--- config.mk ---
export PLATFORM = sky130hd
export DESIGN_NAME = apb_mem_slave
export DESIGN_NICKNAME = d
export VERILOG_FILES = /design/src/rtl/apb_mem_pkg.sv /design/src/rtl/apb_mem_array.sv /design/src/rtl/apb_mem_slave.sv
export SDC_FILE = /design/constraint.sdc
export NUM_CORES = 1
export LEC_CHECK = 0
export ABC_AREA = 1
export CORE_ASPECT_RATIO = 0.9
export CORE_MARGIN = 5
export CORE_UTILIZATION = 60
export DETAILED_ROUTE_END_ITERATION = 10
export DONT_BUFFER_PORTS = 1
export PLACE_DENSITY = 0.86
export SYNTH_ARGS = -nofsm -noshare
export SYNTH_HDL_FRONTEND = slang
export SYNTH_SLANG_ARGS = --single-unit
export TNS_END_PERCENT = 1
--- constraint.sdc ---
create_clock -name PCLK -period 4.4 [get_ports PCLK]
set_input_delay 1.1 -clock PCLK [delete_from_list [all_inputs] [get_ports PCLK]]
set_output_delay 1.1 -clock PCLK [all_outputs]
set_load 0.05 [all_outputs]
--- src/rtl/apb_mem_pkg.sv ---
// Shared types and helpers for the APB word-memory slave.
// Optional byte strobes are enabled with the APB_MEM_PSTRB_EN macro.
package apb_mem_pkg;

    typedef enum logic {
        ST_IDLE,
        ST_ACCESS
    } state_t;

    localparam int CNT_W = 4;

    function automatic int strb_w(input int data_w);
        return data_w / 8;
    endfunction

    function automatic int addr_lsb(input int data_w);
        return $clog2(data_w / 8);
    endfunction

endpackage

--- src/rtl/apb_mem_array.sv ---
// DEPTH x DATA_W word storage: byte-enabled synchronous write, asynchronous read.
// Power-up contents are word i = i*INIT_STEP; there is no reset of the array.
module apb_mem_array
    import apb_mem_pkg::*;
#(
    parameter int DATA_W    = 32,
    parameter int DEPTH     = 16,
    parameter int INIT_STEP = 5,
    parameter int IDX_W     = 4,
    parameter int BE_W      = strb_w(DATA_W)
) (
    input  logic              clk,
    input  logic              we,
    input  logic [IDX_W-1:0]  widx,
    input  logic [DATA_W-1:0] wdata,
    input  logic [BE_W-1:0]   be,
    input  logic [IDX_W-1:0]  ridx,
    output logic [DATA_W-1:0] rdata
);

    function automatic logic [DEPTH*DATA_W-1:0] init_image();
        logic [DEPTH*DATA_W-1:0] img;
        img = '0;
        for (int i = 0; i < DEPTH; i++) begin
            img[i*DATA_W +: DATA_W] = DATA_W'(i * INIT_STEP);
        end
        return img;
    endfunction

    logic [DEPTH-1:0][DATA_W-1:0] mem = init_image();

    always_ff @(posedge clk) begin
        if (we) begin
            for (int b = 0; b < BE_W; b++) begin
                if (be[b]) begin
                    mem[widx][b*8 +: 8] <= wdata[b*8 +: 8];
                end
            end
        end
    end

    // Guard keeps non-power-of-two depths from reading past the array.
    assign rdata = (32'(ridx) < DEPTH) ? mem[ridx] : '0;

endmodule

--- src/rtl/apb_mem_slave.sv ---
// APB leaf slave backed by apb_mem_array: wait states, range checking, PSLVERR.
// Define APB_MEM_PSTRB_EN to add the PSTRB port and byte-masked writes.
module apb_mem_slave
    import apb_mem_pkg::*;
#(
    parameter int DATA_W      = 32,
    parameter int ADDR_W      = 32,
    parameter int DEPTH       = 16,
    parameter int WAIT_STATES = 0,
    parameter int INIT_STEP   = 5
) (
    input  logic                      PCLK,
    input  logic                      PRESETn,
    input  logic                      PSEL,
    input  logic                      PENABLE,
    input  logic                      PWRITE,
    input  logic [ADDR_W-1:0]         PADDR,
    input  logic [DATA_W-1:0]         PWDATA,
`ifdef APB_MEM_PSTRB_EN
    input  logic [strb_w(DATA_W)-1:0] PSTRB,
`endif
    output logic [DATA_W-1:0]         PRDATA,
    output logic                      PREADY,
    output logic                      PSLVERR
);

    localparam int STRB_W   = strb_w(DATA_W);
    localparam int ADDR_LSB = addr_lsb(DATA_W);
    localparam int IDX_W    = (DEPTH > 1) ? $clog2(DEPTH) : 1;

    state_t              state, state_nx;
    logic [CNT_W-1:0]    cnt, cnt_nx;
    logic                pready_nx, pslverr_nx;
    logic [DATA_W-1:0]   prdata_nx;
    logic                load, mem_we;

    logic [IDX_W-1:0]    idx, cap_idx;
    logic                oor, cap_oor, cap_write;
    logic [DATA_W-1:0]   cap_wdata, rd_data;
    logic [STRB_W-1:0]   cap_strb, be;

    assign idx = PADDR[ADDR_LSB +: IDX_W];
    assign oor = ((PADDR >> (ADDR_LSB + IDX_W)) != '0) || (32'(idx) >= DEPTH);

    always_comb begin
        state_nx   = state;
        cnt_nx     = cnt;
        pready_nx  = PREADY;
        pslverr_nx = PSLVERR;
        prdata_nx  = PRDATA;
        load       = 1'b0;
        mem_we     = 1'b0;
        case (state)
            ST_IDLE: begin
                pready_nx  = 1'b0;
                pslverr_nx = 1'b0;
                prdata_nx  = '0;
                if (PSEL && !PENABLE) begin
                    state_nx   = ST_ACCESS;
                    cnt_nx     = CNT_W'(WAIT_STATES);
                    pready_nx  = (WAIT_STATES == 0);
                    pslverr_nx = oor;
                    prdata_nx  = (!PWRITE && !oor) ? rd_data : '0;
                    load       = 1'b1;
                end
            end
            ST_ACCESS: begin
                if (!PSEL) begin
                    state_nx   = ST_IDLE;
                    cnt_nx     = '0;
                    pready_nx  = 1'b0;
                    pslverr_nx = 1'b0;
                    prdata_nx  = '0;
                end else if (cnt != '0) begin
                    cnt_nx    = cnt - CNT_W'(1);
                    pready_nx = (cnt == CNT_W'(1));
                end else if (PREADY && PENABLE) begin
                    mem_we     = cap_write && !cap_oor;
                    state_nx   = ST_IDLE;
                    pready_nx  = 1'b0;
                    pslverr_nx = 1'b0;
                    prdata_nx  = '0;
                end
            end
            default: state_nx = ST_IDLE;
        endcase
    end

    always_ff @(posedge PCLK) begin
        if (!PRESETn) begin
            state   <= ST_IDLE;
            cnt     <= '0;
            PREADY  <= 1'b0;
            PSLVERR <= 1'b0;
            PRDATA  <= '0;
        end else begin
            state   <= state_nx;
            cnt     <= cnt_nx;
            PREADY  <= pready_nx;
            PSLVERR <= pslverr_nx;
            PRDATA  <= prdata_nx;
        end
    end

    // Transfer attributes are frozen in SETUP; ACCESS-phase bus changes are ignored.
    always_ff @(posedge PCLK) begin
        if (load) begin
            cap_idx   <= idx;
            cap_oor   <= oor;
            cap_write <= PWRITE;
            cap_wdata <= PWDATA;
`ifdef APB_MEM_PSTRB_EN
            cap_strb  <= PSTRB;
`else
            cap_strb  <= '1;
`endif
        end
    end

    assign be = cap_strb;

    apb_mem_array #(
        .DATA_W    (DATA_W),
        .DEPTH     (DEPTH),
        .INIT_STEP (INIT_STEP),
        .IDX_W     (IDX_W),
        .BE_W      (STRB_W)
    ) u_array (
        .clk   (PCLK),
        .we    (mem_we && PRESETn),
        .widx  (cap_idx),
        .wdata (cap_wdata),
        .be    (be),
        .ridx  (idx),
        .rdata (rd_data)
    );

endmodule
-- Word-level counts from Yosys, hierarchy flattened
Cells that the tools add are included.
- reductions and logical operators: 14
- add/subtract/negate cells: 1
- order comparisons: 3
- equality and inequality tests: 6
- bitwise gates (word level): 1
- mux-type cells: 45
- operators by type and width (operator ; number):
    $bwmux 512 ; 4
    $mux 512 ; 3
    $demux 32 s4 ; 4
    $mux 32 ; 7
    $bmux 32 s4 ; 1
    $pmux 32 s2 ; 1
    $reduce_bool 32->1 ; 1
    $mux 24 ; 1
    $mux 16 ; 1
    $mux 1 ; 15
    $mux 4 ; 3
    $lt 4x5->1 const B ; 2
    $mux 8 ; 1
    $pmux 4 s2 ; 1
    $logic_and 1x1->1 ; 6
    $ne 3x2->1 const B ; 2
    $pmux 1 s2 ; 3
    $eq 4x1->1 const B ; 1
    $ge 4x1->1 const B ; 1
    $logic_not 1->1 ; 4
    $ne 4x2->1 const B ; 1
    $reduce_and 2->1 ; 2
    $reduce_bool 4->1 ; 1
    $sub 4x1->4 const B ; 1
    3 further kinds ; 3
- bits of input ports: 69
- word-level logic and storage cells: 95
- register bits after elaboration: 589
- output and inout bits: 34

-- Depth between registers and ports, before layout
- depth in word-level cells: 13
- depth in mapped cells: 10
- mapped depth without buffers: 8

-- By module
Synthesis repeated with hierarchy kept, for this count alone.
- cell total of the unflattened synthesis: 2677
- area total of the unflattened synthesis: 26111.3 µm²
- by module, submodules not included (module ; area each (µm²) ; times used ; sequential area each (µm²) ; cells an instance):
    apb_mem_array ; 23019.6 ; 1 ; 15374.7 ; 2341
    apb_mem_slave ; 3091.7 ; 1 ; 1921.8 ; 336

-- Worst setup path after synthesis
OpenSTA, ideal clock, no wires.
- kind: input-to-reg
- start point: in PENABLE
- end point: reg u_array.mem[128] in the netlist's numbering (enable)
- path slack: 0.751 ns
- stages: 5
- path buffers: 1
- data required time: 3.979 ns
- library setup time: 0.421 ns
- arrival time: 3.228 ns
- cell sequence: nand2_1 nor3_1 nand3_1 buf_2 nor2_1
- word-level cells in the longest chain between the ends: 6
- ends and longest elaborated chain (what ; line ; text):
    start: declaration ; apb_mem_slave.sv:15 ; input logic PENABLE,
    $logic_and 1x1->1 ; apb_mem_slave.sv:77 ; end else if (PREADY && PENABLE) begin
    $mux 1 ; apb_mem_slave.sv:77 ;
    $mux 1 ; apb_mem_slave.sv:74 ; end else if (cnt != '0) begin
    $mux 1 ; apb_mem_slave.sv:68 ; if (!PSEL) begin
    $mux 1 ; apb_mem_slave.sv:53 ; case (state)
    $logic_and 1x1->1 ; apb_mem_slave.sv:130 ; .we (mem_we && PRESETn),
    end signal: indexed assignment ; apb_mem_array.sv:36 ; mem[widx][b*8 +: 8] <= wdata[b*8 +: 8];
    end: declaration ; apb_mem_array.sv:30 ; logic [DEPTH-1:0][DATA_W-1:0] mem = init_image();
No other way between the ends.
A chain may end at the register's enable or synchronous reset.

-- Worst setup path after layout
- start point: reg PREADY
- end point: reg u_array.mem[80] in the netlist's numbering (enable)
- word-level cells in the longest chain between the ends: 6
- ends and longest elaborated chain (what ; line ; text):
    start: declaration ; apb_mem_slave.sv:23 ; output logic PREADY,
    start signal: assignment ; apb_mem_slave.sv:99 ; PREADY <= pready_nx;
    $logic_and 1x1->1 ; apb_mem_slave.sv:77 ;
    $mux 1 ; apb_mem_slave.sv:77 ;
    $mux 1 ; apb_mem_slave.sv:74 ;
    $mux 1 ; apb_mem_slave.sv:68 ;
    $mux 1 ; apb_mem_slave.sv:53 ;
    $logic_and 1x1->1 ; apb_mem_slave.sv:130 ;
No other way between the ends.

==> impl_metrics.csv <==
group,metric,value,unit
run_status,status,"finished, final reports clean",
grt,gr-total-overflow,0,
floorplanning,die_w,219,um
placed_design,portBuffers,0,
timing,hold_viol,0,
routing,drtIter0Drc,2658,
routing,remaining_drc_errors,0,
clocking,htreeDepth,2,
timing,rsz0062_at_grt,"no",
worst_hold_path,hold_path_class,"register to register",
placed_design,gp_congestion,0.809,
routing,avgViaCountPerCell,6.26,
routing,num_vias,16100,
floorplanning,chipHeight,198,um
placed_design,dp_hpwl,31000,um
grt,grt_pass1_vias,16100,
clocking,postCtsHoldBufs,0,
finish,drive_above_1_share,7.61,%
power_and_ir_drop,powerDensity,438,mW/mm^2
grt,antenna_found_initial,0,
clocking,cts_buffer_depth,3,
finish,n_antenna_cell,0,
finish,num-nets-final,2077,
yosys,yosysTopAreaCell,"edfxtp_1",
yosys,syn-cell-area,0.0236,sq mm
clocking,clock_latency,0.60,ns
power_and_ir_drop,vdd_drop_max,315,uV
floorplanning,pin_count,103,
timing,period_share,76.3,%
floorplanning,die_area,0.0434,sq mm
timing,max_freq,298,MHz
routing,ant_nets,0,
routing,routed_wirelength,57900,um
worst_setup_path,cp_slowest_stage_delay,0.66,ns
clocking,cts_sinks,589,
worst_setup_path,critPathArrivalTime,3.65,ns
grt,grt_pass1_wl,88600,um
floorplanning,num_rows,68,
clocking,cts_setup_buffers,0,
yosys,syn_avg_cell_area,11.6,sq um
power_and_ir_drop,leakagePower,9.04,nW
timing,min_period,3.36,ns
job,maxCapViolations,0,
power_and_ir_drop,p_clk_share,42.2,%
power_and_ir_drop,netSwitchingPower,2.34,mW
timing,finalSetupTns,0,ns
yosys,synth_cell_types,26,
worst_setup_path,endpoint_kind,"register",
clocking,clk_pin_slew,0.06,ns
yosys,seq_area_frac_synth,73.3,%
yosys,synth-seq-cells,589,
timing,whs,0.549,ns
floorplanning,start_util,61.0,%
clocking,cts_tree,"built",
floorplanning,coreArea,0.0386,sq mm
yosys,yosysWarnings,0,
worst_setup_path,worstPathMaxFanout,18,
worst_setup_path,crit_type,"register to register",
routing,first_pass_iters,6,
finish,seqCellArea,0.0173,sq mm
yosys,netlist.area_leader.share,70.0,%
yosys,postSynthCellCount,2030,
timing,worstMarginPinSlew,1.11,ns
power_and_ir_drop,seqPwrFrac,54.3,%
yosys,netlist_top_cells_area,"edfxtp_1 (70%), nand3_1 (10%), nand2_1 (9.2%)",
finish,fillers,2538,
finish,multi_input_area,0.00569,sq mm
clocking,cts-resized-gates,0,
power_and_ir_drop,internal_power,9.01,mW
worst_setup_path,required,4.69,ns
timing,fin_worst_skew,0.0172,ns
timing,final-setup-viol-count,0,
timing,slew_headroom,25.7,%
power_and_ir_drop,combPwrFrac,3.6,%
worst_setup_path,crit_path_start_kind,"register",
grt,grt_max_degree,259,
grt,grt_util_all_layers,26.6,%
clocking,numCtsBuffers,55,
power_and_ir_drop,switching_share,20.6,%
clocking,clockRootBuffer,"clkbuf_16",
finish,synthToLayoutAreaGrowth,10.0,%
yosys,syn-num-nets,2102,
timing,maxSlewViolCount,0,
worst_setup_path,crit_path_top_delay_cell,"dfxtp_1",
routing,wire_per_inst,22.5,um
worst_setup_path,crit_chain,"nand2_1, nor3_1, nand3_2, buf_4, nor2_4, buf_12",
layout by cell type (no fill, tap or decap), types with 2 or more instances in the layout:
master | synthesis | final
edfxtp_1 | 550 | 550
nor2_1 | 168 | 152
nand2_1 | 575 | 575
clkinv_2 | 0 | 14
nor2_4 | 2 | 19
ha_1 | 3 | 3
buf_4 | 21 | 38
dfxtp_1 | 39 | 39
clkbuf_1 | 30 | 12
clkinv_1 | 0 | 5
a21oi_1 | 35 | 35
buf_12 | 0 | 3
clkbuf_16 | 0 | 57
o21ai_0 | 3 | 3
bufinv_16 | 0 | 5
clkbuf_8 | 0 | 7
nand3_1 | 485 | 484
nor3_1 | 4 | 4
inv_1 | 28 | 27
inv_2 | 5 | 4
clkinvlp_4 | 0 | 2
stage by stage:
stage	util (%)	setup WS, ns	cells	cell area, sq um	total power, mW
after global placement	62.4	0.875	2473	24100	6.64
after floorplan	-	0.751	2030	23600	6.61
after detailed placement	62.4	0.751	2473	24100	6.67
after CTS	67.2	1.08	2576	25900	11.4
after global routing	67.2	0.934	2576	25900	11.7
final	67.2	1.04	2576	25900	11.4
logic make-up (layout without fill, tap and decap cells):
kind of cell / after synthesis / in the layout / share of synthesized area (%)
buffers and inverters: 156 / 177 / 3.09
xor gates and xnor gates: 1 / 1 / 0.0371
adders and majority gates: 3 / 3 / 0.159
and+or+nand+nor: 1241 / 1241 / 22.5
DFF: 589 / 589 / 73.3
AOI/OAI and AO/OA: 40 / 40 / 0.865
power groups by stage:
stage	clock [mW]	combinational (mW)	sequential, mW
after CTS	4.80	0.398	6.16
after global placement	0	0.369	6.27
final	4.79	0.405	6.16
after detailed placement	0	0.389	6.28
after floorplan	0	0.354	6.26
after global routing	5.04	0.448	6.16
cell type report:
class / count / area share, %
Clock buffer: 76 / 6.04
Clock inverter: 27 / 1.01
Inverter: 33 / 0.506
Multi-Input combinational cell: 1285 / 21.9
Sequential cell: 589 / 66.7
Tap cell: 525 / 2.53
Timing Repair Buffer: 41 / 1.33
sequential cells by signal, summed over array words and instances, names as in the netlist:
name and count:
cap_write 1, PSLVERR 1, cap_idx 4, u_array.mem 512, cnt 4, state 1
cap_oor 1, PRDATA 32, cap_wdata 32, PREADY 1
synthesized netlist by cell type:
master      n
nand2_1   575
edfxtp_1  550
nand3_1   485
nor2_1    168
buf_2      46
dfxtp_1    39
a21oi_1    35
clkbuf_1   30
inv_1      28
buf_1      25
buf_4      21
inv_2       5
nor3_1      4
ha_1        3
o21ai_0     3
nor2_2      2
nor2_4      2
a211oi_1    1
a31oi_1     1
buf_6       1
nand2_2     1
nand3b_1    1
nand4_1     1
nor3b_1     1
or2_2       1
xor2_1      1
metal layers:
layer,track usage (%),routed length [um]
met1,34.9,20100
met2,43.6,27800
met3,6.53,7730
met4,9.98,2170
met5,0,0
worst max-delay path, delay by kind of cell, from the launching register on:
kind | cells | cell delay [ns]
DFF | 1 | 0.66
and+or+nand+nor | 4 | 1.68
buffers and inverters | 2 | 0.68
worst paths after layout:
kind,from,end,slack (ns),cells past startpoint
setup / recovery,PREADY,u_array.mem[80],1.04,6
hold / removal,cnt[3],cnt[3],0.55,2
setup reg to reg,PREADY,u_array.mem[80],1.04,6
hold reg to reg,cnt[3],cnt[3],0.55,2
No activity file was read; power rests on OpenSTA's default activity.
